==> src/rtl/vx_ag_tcu_kstep_ctrl_if.sv <==
// vx_ag_tcu_kstep_ctrl_if: operand, FEDP and result bundle for the k-step controller
interface vx_ag_tcu_kstep_ctrl_if #(
   parameter int N     = 4,
   parameter int SLOTS = 4,
   parameter int XLEN  = 32
);
   localparam int SLOTW = (SLOTS > 1) ? $clog2(SLOTS) : 1;
   logic                in_valid;
   logic                in_ready;
   logic [SLOTW-1:0]    in_slot;
   logic                in_first;
   logic                in_last;
   logic [2:0]          in_fmt_s;
   logic [2:0]          in_fmt_d;
   logic [N*XLEN-1:0]   in_a;
   logic [N*XLEN-1:0]   in_b;
   logic [XLEN-1:0]     in_c;
   logic                fedp_enable;
   logic [2:0]          fedp_fmt_s;
   logic [2:0]          fedp_fmt_d;
   logic [N*XLEN-1:0]   fedp_a_row;
   logic [N*XLEN-1:0]   fedp_b_col;
   logic [XLEN-1:0]     fedp_c_val;
   logic [XLEN-1:0]     fedp_d_val;
   logic                out_valid;
   logic                out_ready;
   logic [SLOTW-1:0]    out_slot;
   logic [XLEN-1:0]     out_data;
   logic                busy;
   modport master (
      output in_valid, in_slot, in_first, in_last, in_fmt_s, in_fmt_d, in_a, in_b, in_c,
      output fedp_d_val, out_ready,
      input  in_ready, fedp_enable, fedp_fmt_s, fedp_fmt_d, fedp_a_row, fedp_b_col, fedp_c_val,
      input  out_valid, out_slot, out_data, busy
   );
   modport slave (
      input  in_valid, in_slot, in_first, in_last, in_fmt_s, in_fmt_d, in_a, in_b, in_c,
      input  fedp_d_val, out_ready,
      output in_ready, fedp_enable, fedp_fmt_s, fedp_fmt_d, fedp_a_row, fedp_b_col, fedp_c_val,
      output out_valid, out_slot, out_data, busy
   );
endinterface

==> src/rtl/vx_ag_tcu_kstep_ctrl.sv <==
// vx_ag_tcu_kstep_ctrl: k-step accumulation control around a fixed-latency FEDP (perf counters under AG_TCU_KSTEP_PERF_EN)
module vx_ag_tcu_kstep_ctrl #(
   parameter int N       = 4,
   parameter int LATENCY = 5,
   parameter int SLOTS   = 4,
   parameter int XLEN    = 32
) (
   input logic                  clk,
   input logic                  reset,
   vx_ag_tcu_kstep_ctrl_if.slave bus
`ifdef AG_TCU_KSTEP_PERF_EN
   ,
   output logic [31:0]          perf_issues,
   output logic [31:0]          perf_stalls
`endif
);
   localparam int SLOTW = (SLOTS > 1) ? $clog2(SLOTS) : 1;
   localparam int NS    = 1 << SLOTW;

   if (LATENCY < 2 || (N & (N - 1)) != 0 || (SLOTS & (SLOTS - 1)) != 0) begin : g_bad_cfg
      $error("vx_ag_tcu_kstep_ctrl: invalid parameters");
   end

   logic [LATENCY:1]  r_vld;
   logic [LATENCY:1]  r_last;
   logic [SLOTW-1:0]  r_slot [1:LATENCY];
   logic [XLEN-1:0]   r_acc [NS];
   logic              r_out_valid;
   logic [SLOTW-1:0]  r_out_slot;
   logic [XLEN-1:0]   r_out_data;
   logic              w_en;
   logic              w_issue;
   logic              w_retire;
   logic              w_fwd;
   logic [NS-1:0]     w_busy;

   // a slot is busy while one of its beats sits before the last stage; the last stage is covered by forwarding
   always_comb begin
      w_busy = '0;
      for (int k = 1; k < LATENCY; k++)
         if (r_vld[k]) w_busy[r_slot[k]] = 1'b1;
   end

   assign w_en     = !r_out_valid || bus.out_ready;
   assign w_issue  = bus.in_valid && bus.in_ready;
   assign w_retire = w_en && r_vld[LATENCY];
   assign w_fwd    = r_vld[LATENCY] && (r_slot[LATENCY] == bus.in_slot);

   assign bus.in_ready    = w_en && !w_busy[bus.in_slot];
   assign bus.fedp_enable = w_en;
   assign bus.fedp_fmt_s  = bus.in_fmt_s;
   assign bus.fedp_fmt_d  = bus.in_fmt_d;
   assign bus.fedp_a_row  = bus.in_a;
   assign bus.fedp_b_col  = bus.in_b;
   assign bus.fedp_c_val  = bus.in_first ? bus.in_c : w_fwd ? bus.fedp_d_val : r_acc[bus.in_slot];
   assign bus.out_valid   = r_out_valid;
   assign bus.out_slot    = r_out_slot;
   assign bus.out_data    = r_out_data;
   assign bus.busy        = (|r_vld) || r_out_valid;

   // tracking valids advance with the FEDP pipeline; bubbles enter when nothing issues
   always_ff @(posedge clk) begin
      if (reset) r_vld <= '0;
      else if (w_en) r_vld <= {r_vld[LATENCY-1:1], w_issue};
   end

   // slot/last tags ride alongside the valids and need no reset
   always_ff @(posedge clk) begin
      if (w_en) begin
         r_last    <= {r_last[LATENCY-1:1], bus.in_last};
         r_slot[1] <= bus.in_slot;
         for (int k = 2; k <= LATENCY; k++) r_slot[k] <= r_slot[k-1];
      end
   end

   // retiring beats update their slot accumulator
   always_ff @(posedge clk) begin
      if (reset) for (int k = 0; k < NS; k++) r_acc[k] <= '0;
      else if (w_retire) r_acc[r_slot[LATENCY]] <= bus.fedp_d_val;
   end

   // final k-step loads the result register; a consumed result clears unless replaced
   always_ff @(posedge clk) begin
      if (reset) begin
         r_out_valid <= 1'b0;
         r_out_slot  <= '0;
         r_out_data  <= '0;
      end else if (w_retire && r_last[LATENCY]) begin
         r_out_valid <= 1'b1;
         r_out_slot  <= r_slot[LATENCY];
         r_out_data  <= bus.fedp_d_val;
      end else if (bus.out_ready) r_out_valid <= 1'b0;
   end

`ifdef AG_TCU_KSTEP_PERF_EN
   // issue and stall counters wrap naturally at 32 bits
   always_ff @(posedge clk) begin
      if (reset) begin
         perf_issues <= '0;
         perf_stalls <= '0;
      end else begin
         perf_issues <= perf_issues + {31'd0, w_issue};
         perf_stalls <= perf_stalls + {31'd0, bus.in_valid && !bus.in_ready};
      end
   end
`endif
endmodule

==> src/flat_wrapper.sv <==
// flat-port wrapper written by rule: the top's interface ports become plain ports
module vx_ag_tcu_kstep_ctrl_flat 
#(
   parameter int N       = 4,
   parameter int LATENCY = 5,
   parameter int SLOTS   = 4,
   parameter int XLEN    = 32
)
  (clk, reset, bus_in_valid, bus_in_slot, bus_in_first, bus_in_last, bus_in_fmt_s, bus_in_fmt_d, bus_in_a, bus_in_b, bus_in_c, bus_fedp_d_val, bus_out_ready, bus_in_ready, bus_fedp_enable, bus_fedp_fmt_s, bus_fedp_fmt_d, bus_fedp_a_row, bus_fedp_b_col, bus_fedp_c_val, bus_out_valid, bus_out_slot, bus_out_data, bus_busy);
  vx_ag_tcu_kstep_ctrl_if #(.N(N), .SLOTS(SLOTS), .XLEN(XLEN)) bus_i ();
  input logic clk;
  input logic reset;
  input wire logic [$bits(bus_i.in_valid)-1:0] bus_in_valid;
  input wire logic [$bits(bus_i.in_slot)-1:0] bus_in_slot;
  input wire logic [$bits(bus_i.in_first)-1:0] bus_in_first;
  input wire logic [$bits(bus_i.in_last)-1:0] bus_in_last;
  input wire logic [$bits(bus_i.in_fmt_s)-1:0] bus_in_fmt_s;
  input wire logic [$bits(bus_i.in_fmt_d)-1:0] bus_in_fmt_d;
  input wire logic [$bits(bus_i.in_a)-1:0] bus_in_a;
  input wire logic [$bits(bus_i.in_b)-1:0] bus_in_b;
  input wire logic [$bits(bus_i.in_c)-1:0] bus_in_c;
  input wire logic [$bits(bus_i.fedp_d_val)-1:0] bus_fedp_d_val;
  input wire logic [$bits(bus_i.out_ready)-1:0] bus_out_ready;
  output wire logic [$bits(bus_i.in_ready)-1:0] bus_in_ready;
  output wire logic [$bits(bus_i.fedp_enable)-1:0] bus_fedp_enable;
  output wire logic [$bits(bus_i.fedp_fmt_s)-1:0] bus_fedp_fmt_s;
  output wire logic [$bits(bus_i.fedp_fmt_d)-1:0] bus_fedp_fmt_d;
  output wire logic [$bits(bus_i.fedp_a_row)-1:0] bus_fedp_a_row;
  output wire logic [$bits(bus_i.fedp_b_col)-1:0] bus_fedp_b_col;
  output wire logic [$bits(bus_i.fedp_c_val)-1:0] bus_fedp_c_val;
  output wire logic [$bits(bus_i.out_valid)-1:0] bus_out_valid;
  output wire logic [$bits(bus_i.out_slot)-1:0] bus_out_slot;
  output wire logic [$bits(bus_i.out_data)-1:0] bus_out_data;
  output wire logic [$bits(bus_i.busy)-1:0] bus_busy;
  assign bus_i.in_valid = bus_in_valid;
  assign bus_i.in_slot = bus_in_slot;
  assign bus_i.in_first = bus_in_first;
  assign bus_i.in_last = bus_in_last;
  assign bus_i.in_fmt_s = bus_in_fmt_s;
  assign bus_i.in_fmt_d = bus_in_fmt_d;
  assign bus_i.in_a = bus_in_a;
  assign bus_i.in_b = bus_in_b;
  assign bus_i.in_c = bus_in_c;
  assign bus_i.fedp_d_val = bus_fedp_d_val;
  assign bus_i.out_ready = bus_out_ready;
  assign bus_in_ready = bus_i.in_ready;
  assign bus_fedp_enable = bus_i.fedp_enable;
  assign bus_fedp_fmt_s = bus_i.fedp_fmt_s;
  assign bus_fedp_fmt_d = bus_i.fedp_fmt_d;
  assign bus_fedp_a_row = bus_i.fedp_a_row;
  assign bus_fedp_b_col = bus_i.fedp_b_col;
  assign bus_fedp_c_val = bus_i.fedp_c_val;
  assign bus_out_valid = bus_i.out_valid;
  assign bus_out_slot = bus_i.out_slot;
  assign bus_out_data = bus_i.out_data;
  assign bus_busy = bus_i.busy;
  vx_ag_tcu_kstep_ctrl #(.N(N), .LATENCY(LATENCY), .SLOTS(SLOTS), .XLEN(XLEN)) u_core (.clk(clk), .reset(reset), .bus(bus_i));
endmodule
==> config.mk <==
export PLATFORM = sky130hd
export DESIGN_NAME = vx_ag_tcu_kstep_ctrl_flat
export DESIGN_NICKNAME = d
export VERILOG_FILES = /design/src/rtl/vx_ag_tcu_kstep_ctrl_if.sv /design/src/rtl/vx_ag_tcu_kstep_ctrl.sv /design/src/flat_wrapper.sv
export SDC_FILE = /design/constraint.sdc
export NUM_CORES = 1
export LEC_CHECK = 0
export BUFFER_PORTS_ARGS = -buffer_cell sky130_fd_sc_hd__buf_2
export CORE_AREA = 5 5 255 257
export CTS_CLUSTER_DIAMETER = 60
export DETAILED_ROUTE_END_ITERATION = 12
export DIE_AREA = 0 0 260 262
export GPL_TIMING_DRIVEN = 1
export PLACE_DENSITY = 0.4
export SLEW_MARGIN = 20
export SYNTH_ARGS = -nofsm -noshare
export SYNTH_HDL_FRONTEND = slang
export SYNTH_SLANG_ARGS = --single-unit
==> constraint.sdc <==
create_clock -name clk -period 2.99 [get_ports clk]
set_input_delay 0.299 -clock clk [delete_from_list [all_inputs] [get_ports clk]]
set_output_delay 0.299 -clock clk [all_outputs]
set_load 0.02 [all_outputs]
# After elaboration in Yosys (flattened, before gate mapping)
# Memories as Yosys holds them, arrays and structs flattened.
# Cells that the tools add are included.
# word_totals
output_inout_bits	332
memories	2
ram_bits	138
register_bits	45
wordCells	64
# memory_table
name	words	width	rd	rd_ports_with_merged_regs	wr	line	text
u_core.r_acc	4	32	1	0	4	vx_ag_tcu_kstep_ctrl.sv:27	logic [XLEN-1:0] r_acc [NS];
u_core.r_slot	5	2	5	0	5	vx_ag_tcu_kstep_ctrl.sv:26	logic [SLOTW-1:0] r_slot [1:LATENCY];
# classes
n_lt_le_gt_ge	9
n_reduce_logical	16
mux	28
n_eq_ne	1
n_bitwise	3
# ops
cell	count
two-way mux 32 bit	3
OR reduction 32 bit	1
two-way mux 4 bit	4
< comparator 2 x 3 -> 1 bit (second input constant)	5
two-way mux 1 bit	15
bitwise OR 4 bit	3
logical AND 1 bit	9
demux 1 bit (select 2 bit)	4
greater-or-equal comparator 2 x 1 -> 1 bit (second input constant)	4
OR reduction 5 bit	1
binary-select mux 1 bit (select 2 bit)	1
equality test 2 bit	1
logical NOT 1 bit	2
logical OR 1 bit	2
two-way mux 2 bit	1
nonzero test 2 bit	1

# Longest topological paths before layout
# Gate-level depths: netlist of the first run.
# depth
ltp_word	16
ltp_mapped	9
depth_no_buf	6

# Least setup slack after synthesis of the first run
# No wires, ideal clock.
# synth_timing
path_kind	reg-to-reg
startpoint	reg u_core.r_out_valid (netlist: u_core.bus.out_valid)
endpoint	mem u_core.r_acc[3][0], enable pin
path_stages_with_launch	6
n_path_buf	2
slack_ns	0.629
t_arrival_ns	1.971
path_cell_list	dfxtp_1 nor2b_4 buf_6 clkinv_2 buf_2 a41o_1
# synth_lines
item	line	text
from (decl)	vx_ag_tcu_kstep_ctrl.sv:28	logic r_out_valid;
from (signal assigned)	vx_ag_tcu_kstep_ctrl.sv:85	r_out_valid <= 1'b0;
from (signal assigned)	vx_ag_tcu_kstep_ctrl.sv:89	r_out_valid <= 1'b1;
from (signal assigned)	vx_ag_tcu_kstep_ctrl.sv:92	end else if (bus.out_ready) r_out_valid <= 1'b0;
to (decl)	vx_ag_tcu_kstep_ctrl.sv:27	

==> impl_metrics.yaml, run 1 <==
status:
  status: "finished clean"
die:
  dieArea_um2: 68100
  rows: 92
  die_y_um: 262
  die_x_um: 260
  core_area_um2: 62500
  io_pins: 666
  start_util_pct: 16.5
sta:
  final_hold_viol_count: 0
  timing.final.crit_share_pct: 88.4
  rsz0062_at_grt: "false"
  maxSlewHeadroom_pct: 31.6
  finClkSkew_ns: 0.0102
  tightest_slew_ns: 1.03
  finalSetupViolations: 0
  fin_setup_tns_ns: 0
  period_needed_ns: 2.64
  drv_slew: 0
  fmax_mhz: 378
synthesis:
  syn_nets: 1247
  synth_edf_count: 143
  synthCells: 913
  async_flop_share_pct: 0
  netlist_area_um2: 10300
  avgSynthCellArea_um2: 11.3
  ys_warn_count: 0
  yosysSeqAreaShare_pct: 49.5
  synth_seq_cells: 183
  ys_types: 40
  synth-main-ff-cell: "edfxtp_1"
worst_setup_path:
  end_kind: "output pin"
  path_class: "flop to output pin"
  worst-endpoint-arrival_ns: 2.34
  cp_top_family: "buffers and inverters"
  path_cells: "xnor2_1 -> nand3_4 -> buf_6 -> mux2i_1 -> o21ai_1 -> buf_2"
  critPathLaunchType: "flop"
  crit_fanout: 32
  slowest_stage: "edfxtp_1"
  cp_data_required_time_ns: 2.69
  max_stage_delay_ns: 0.53
  crit_buf_inv: 2
final_layout:
  final_common_cell: "edfxtp_1"
  final_cell_mix: "edfxtp_1 (143), buf_2 (139), and2_1 (128), nand2_1 (114), dfxtp_1 (40)"
  area_growth_pct: 3.14
  nets: 1116
  drive_above_1_share_pct: 29.6
  final_util_pct: 17.0
detailed_routing:
  viasPerCell: 3.51
  dr.pass1.iters: 4
  wl_per_cell_um: 19.5
  vias: 5759
  ant_nets: 0
  drt_iter0_markers: 323
  wl_um: 32000
  drc: 0
cts:
  path_clk_slew_ns: 0.07
  clk_latency_ns: 0.48
  postCtsSetupBuffers: 0
  root_buffer: "clkbuf_16"
  cts_tree: "yes"
  cts.htree.levels: 4
  cts.path.max_buffers: 2
  clkSinkCount: 183
  cts_made_buffers: 17
place:
  place.gp.congestion: 0.659
  portBuffers: 141
  dp_hpwl_um: 21500
power_and_ir_drop:
  total_leakage_power_nw: 4.01
  cellPowerDensity_nw_per_um2: 546
  vdd_drop_max_mv: 0.433
global_route:
  overflow: 0
  antenna_found_initial: 2
  grt_max_degree: 36
  grt_pass1_vias: 5902
  grt_pass1_wl_um: 44200
  grt_usage_pct: 9.27
job:
  maxCapViolCount: 0
hold_path:
  hold_path.class: "input pin to flop"
[synthesized netlist by cell type, drive strengths merged, types with 5 or more instances]
| library cell | instances | area share [%] |
|---|---|---|
| nor2 | 5 | 0.18 |
| mux4 | 32 | 7.0 |
| clkbuf | 20 | 0.77 |
| edfxtp | 143 | 42 |
| o21ai | 33 | 1.6 |
| nand3 | 5 | 0.34 |
| a21oi | 39 | 1.9 |
| nand2 | 115 | 4.2 |
| buf | 287 | 21 |
| and2 | 128 | 7.8 |
| dfxtp | 40 | 7.8 |
| mux2i | 32 | 3.1 |
[area by class of cell]
class	count	area, um2
well taps	846	1060
repair buffers	157	870
fillers	6902	51900
clock inverters	15	183
multi-input cells	419	2970
inverters	4	16.3
diodes	1	2.50
flip-flops and latches	183	5090
clock buffers	17	425
[per-layer routing]
| layer | up-vias | part of all wire (%) | routed length (um) | track usage [%] |
|---|---|---|---|---|
| li1 | 2577 | - | - | - |
| met1 | 2759 | 43 | 13900 | 11.4 |
| met2 | 329 | 45 | 14300 | 14.0 |
| met3 | 92 | 9.1 | 2920 | 4.35 |
| met4 | 2 | 2.8 | 905 | 3.92 |
| met5 | - | 0.041 | 13 | 0 |
[worst paths after layout]
check,startpoint,slack [ns],depth (start not counted),endpoint
setup / recovery,u_core.r_slot[0][11]$_DFFE_PN_,0.35,6,bus_fedp_c_val[13]
hold / removal,bus_in_valid,0.10,3,u_core.r_vld[1]$_SDFFE_PP0N_
setup reg to reg,u_core.bus.out_valid$_SDFFE_PP0P_,0.67,6,u_core.r_acc[2][25]$_SDFFCE_PN0P_
hold reg to reg,u_core.r_last[3]$_DFFE_PN_,0.42,0,u_core.r_last[4]$_DFFE_PN_
[power by group]
part	leakage, nW	total (mW)	switching, mW	internal (mW)
Combinational	1.93	0.494	0.315	0.178
Clock	0.296	2.46	1.18	1.27
Sequential	1.78	2.85	0.0332	2.81
[tightest hold or removal path, cell delays in order]
cell and delay, ns:
buf_2 0.10, nand3b_1 0.07, o31ai_1 0.06
[state kept, by name, summed over array words and instances, names as in the netlist]
| register | flops |
|---|---|
| u_core.r_vld | 5 |
| u_core.r_slot | 10 |
| u_core.bus.out_slot | 2 |
| u_core.r_acc | 128 |
| u_core.r_last | 5 |
| u_core.bus.out_valid | 1 |
| u_core.bus.out_data | 32 |
[per-stage QoR]
step	worst slack [ns]	power (mW)	instances	hold WS, ns	instance area, um2
after floorplan	0.629	3.67	913	0.398	10300
after global routing	0.159	6.06	1641	0.0581	10600
after CTS	0.0474	5.94	1640	0.0446	10600
after global placement	0.602	3.42	1607	0.402	9960
final	0.346	5.80	1642	0.100	10600
after detailed placement	0.577	3.42	1607	0.405	9960
[cell families after synthesis]
group                  count (synthesis)  share of synthesized area (%)
buffers and inverters                311                           21.9
AND/OR/NAND/NOR                      274                           14.3
flip-flops                           183                           49.5
AO/OA/AOI/OAI                         79                           4.07
multiplexers                          64                           10.1
XOR/XNOR                               2                          0.170
[repair_timing]
action,CTS,global route
hold buffers,1,0
resized for setup,0,1
endpoints found under the hold margin,1,0
setup endpoints to repair,0,1
Power figures use the tool's default switching activity.
==> run 2, diff against run 1 <==
- BUFFER_PORTS_ARGS: -buffer_cell sky130_fd_sc_hd__buf_2 -> -buffer_cell sky130_fd_sc_hd__buf_4
==> run 2 against run 1 <==
Against the previous run: power increased by 0.53%; die area unchanged; flip-flop and latch count stayed put; clock-buffer cell count up 1; cell count increased by 0.12%; critical path type unchanged; critical endpoint is now bus_fedp_c_val[0].
==> impl_metrics.yaml, run 2 (synthesized netlist as in run 1, its figures left out) <==
detailed_routing:
  drc: 0
  vias: 5752
  wl_per_cell_um: 19.2
  ant_nets: 0
  wl_um: 31600
  drt_iter0_markers: 269
  viasPerCell: 3.50
  dr.pass1.iters: 5
sta:
  finalSetupViolations: 0
  drv_slew: 0
  timing.final.crit_share_pct: 93.4
  period_needed_ns: 2.79
  fmax_mhz: 358
  fin_setup_tns_ns: 0
  maxSlewHeadroom_pct: 33.8
  finClkSkew_ns: 0.0102
  tightest_slew_ns: 0.992
  final_hold_viol_count: 0
  rsz0062_at_grt: "false"
hold_path:
  min_from: "bus_fedp_d_val[2]"
  hold_path_depth: 3
  whs_endpoint: "u_core.bus.out_data[2]$_SDFFE_PP0P_"
  hold_path.class: "input pin to flop"
die:
  die_y_um: 262
  core_area_um2: 62500
  rows: 92
  die_x_um: 260
  dieArea_um2: 68100
  io_pins: 666
  start_util_pct: 16.5
final_layout:
  nFillCells: 6872
  final_cell_mix: "buf_4 (157), edfxtp_1 (143), and2_1 (128), nand2_1 (114), dfxtp_1 (40)"
  diodes: 0
  multi_input_area_um2: 2970
  nets: 1119
  seq_area_um2: 5090
  final_common_cell: "buf_4"
  drive_above_1_share_pct: 29.7
  fin_cells: 1644
  regMostFlops: "u_core.r_acc"
  largest_reg_flops: 128
  area_growth_pct: 6.65
place:
  place.gp.congestion: 0.707
  place_inst: 1611
  portBuffers: 141
  dp_hpwl_um: 21500
global_route:
  grt_max_degree: 36
  grt_pass1_vias: 5841
  grt_usage_pct: 9.05
  grt_pass1_wl_um: 43400
  overflow: 0
  antenna_found_initial: 3
worst_setup_path:
  reg2reg_from: "u_core.bus.out_valid$_SDFFE_PP0P_"
  cp_data_required_time_ns: 2.69
  crit_fanout: 22
  worst-endpoint-arrival_ns: 2.49
  critPathLaunchType: "flop"
  reg2reg_slack_ns: 0.62
  path_class: "flop to output pin"
  rr_worst_depth: 6
  end_kind: "output pin"
  r2r_end: "u_core.r_acc[2][24]$_SDFFCE_PN0P_"
cts:
  cts_tree: "yes"
  postCtsSetupBuffers: 0
  cts.htree.levels: 4
  cts_resized: 0
  clkSinkCount: 183
  cts.path.max_buffers: 2
  path_clk_slew_ns: 0.08
  root_buffer: "clkbuf_16"
  clk_latency_ns: 0.48
  cts_made_buffers: 17
power_and_ir_drop:
  cellPowerDensity_nw_per_um2: 531
  vdd_drop_max_mv: 0.454
  total_leakage_power_nw: 4.09
job:
  maxCapViolCount: 0
status:
  status: "finished clean"
-- run 2: what timing repair did --
action | 4_1_cts | 5_1_grt
hold buffers | 1 | 0
setup endpoints to repair | 0 | 0
hold endpoints to repair | 1 | 0
-- run 2: area by class of cell --
type                       count  area share [%]
sequential                   183            46.4
multi-input combinational    419            27.0
timing repair buffer         160            11.2
tap                          846            9.64
clock buffer                  18            3.91
clock inverter                14            1.68
inverter                       4           0.148
-- run 2: where the power goes --
part           switching [mW]  internal (mW)  total [mW]  leakage [nW]
Combinational           0.311          0.227       0.538          2.02
Clock                    1.17           1.27        2.44         0.294
Sequential             0.0316           2.81        2.85          1.78
-- run 2: critical path, stage by stage, from the launching register on --
cell	delay, ns
edfxtp_1	0.41
xnor2_1	0.26
nand3_4	0.46
buf_4	0.40
mux2i_1	0.14
o21ai_0	0.16
buf_4	0.17
-- run 2: worst max-delay path by stage --
stage	start	end	cells past startpoint	slack (ns)
after floorplan	u_core.bus.out_valid$_SDFFE_PP0P_	u_core.r_acc[3][0]$_DFFE_PP_	5	0.63
after global placement	bus_in_slot[0]	bus_fedp_c_val[0]	7	0.62
after detailed placement	u_core.bus.out_valid$_SDFFE_PP0P_	u_core.r_acc[1][5]$_SDFFCE_PN0P_	6	0.57
after CTS	u_core.r_slot[0][10]$_DFFE_PN_	bus_fedp_c_val[0]	6	0.11
after global routing	u_core.r_slot[0][10]$_DFFE_PN_	bus_fedp_c_val[0]	6	0.02
final	u_core.r_slot[0][10]$_DFFE_PN_	bus_fedp_c_val[0]	6	0.20
-- run 2: per-stage QoR --
stage / hold slack, ns / setup slack [ns] / util [%] / cell area [um2] / total power, mW
final: 0.0997 / 0.198 / 17.6 / 11000 / 5.83
after global routing: 0.0721 / 0.0174 / 17.6 / 11000 / 6.10
after CTS: 0.0471 / 0.105 / 17.6 / 11000 / 5.98
after global placement: 0.406 / 0.622 / 16.6 / 10400 / 3.47
after detailed placement: 0.405 / 0.567 / 16.6 / 10400 / 3.47
after floorplan: 0.398 / 0.629 / - / 10300 / 3.67
-- run 2: metal layers --
| layer | wire length [um] | vias up | GRT usage [%] | part of all wire, % |
|---|---|---|---|---|
| met5 | 21 | - | 0 | 0.067 |
| met4 | 888 | 4 | 3.74 | 2.8 |
| met3 | 3090 | 94 | 4.44 | 9.8 |
| met2 | 14800 | 337 | 14.1 | 47 |
| met1 | 12800 | 2735 | 10.7 | 40 |
| li1 | - | 2582 | - | - |
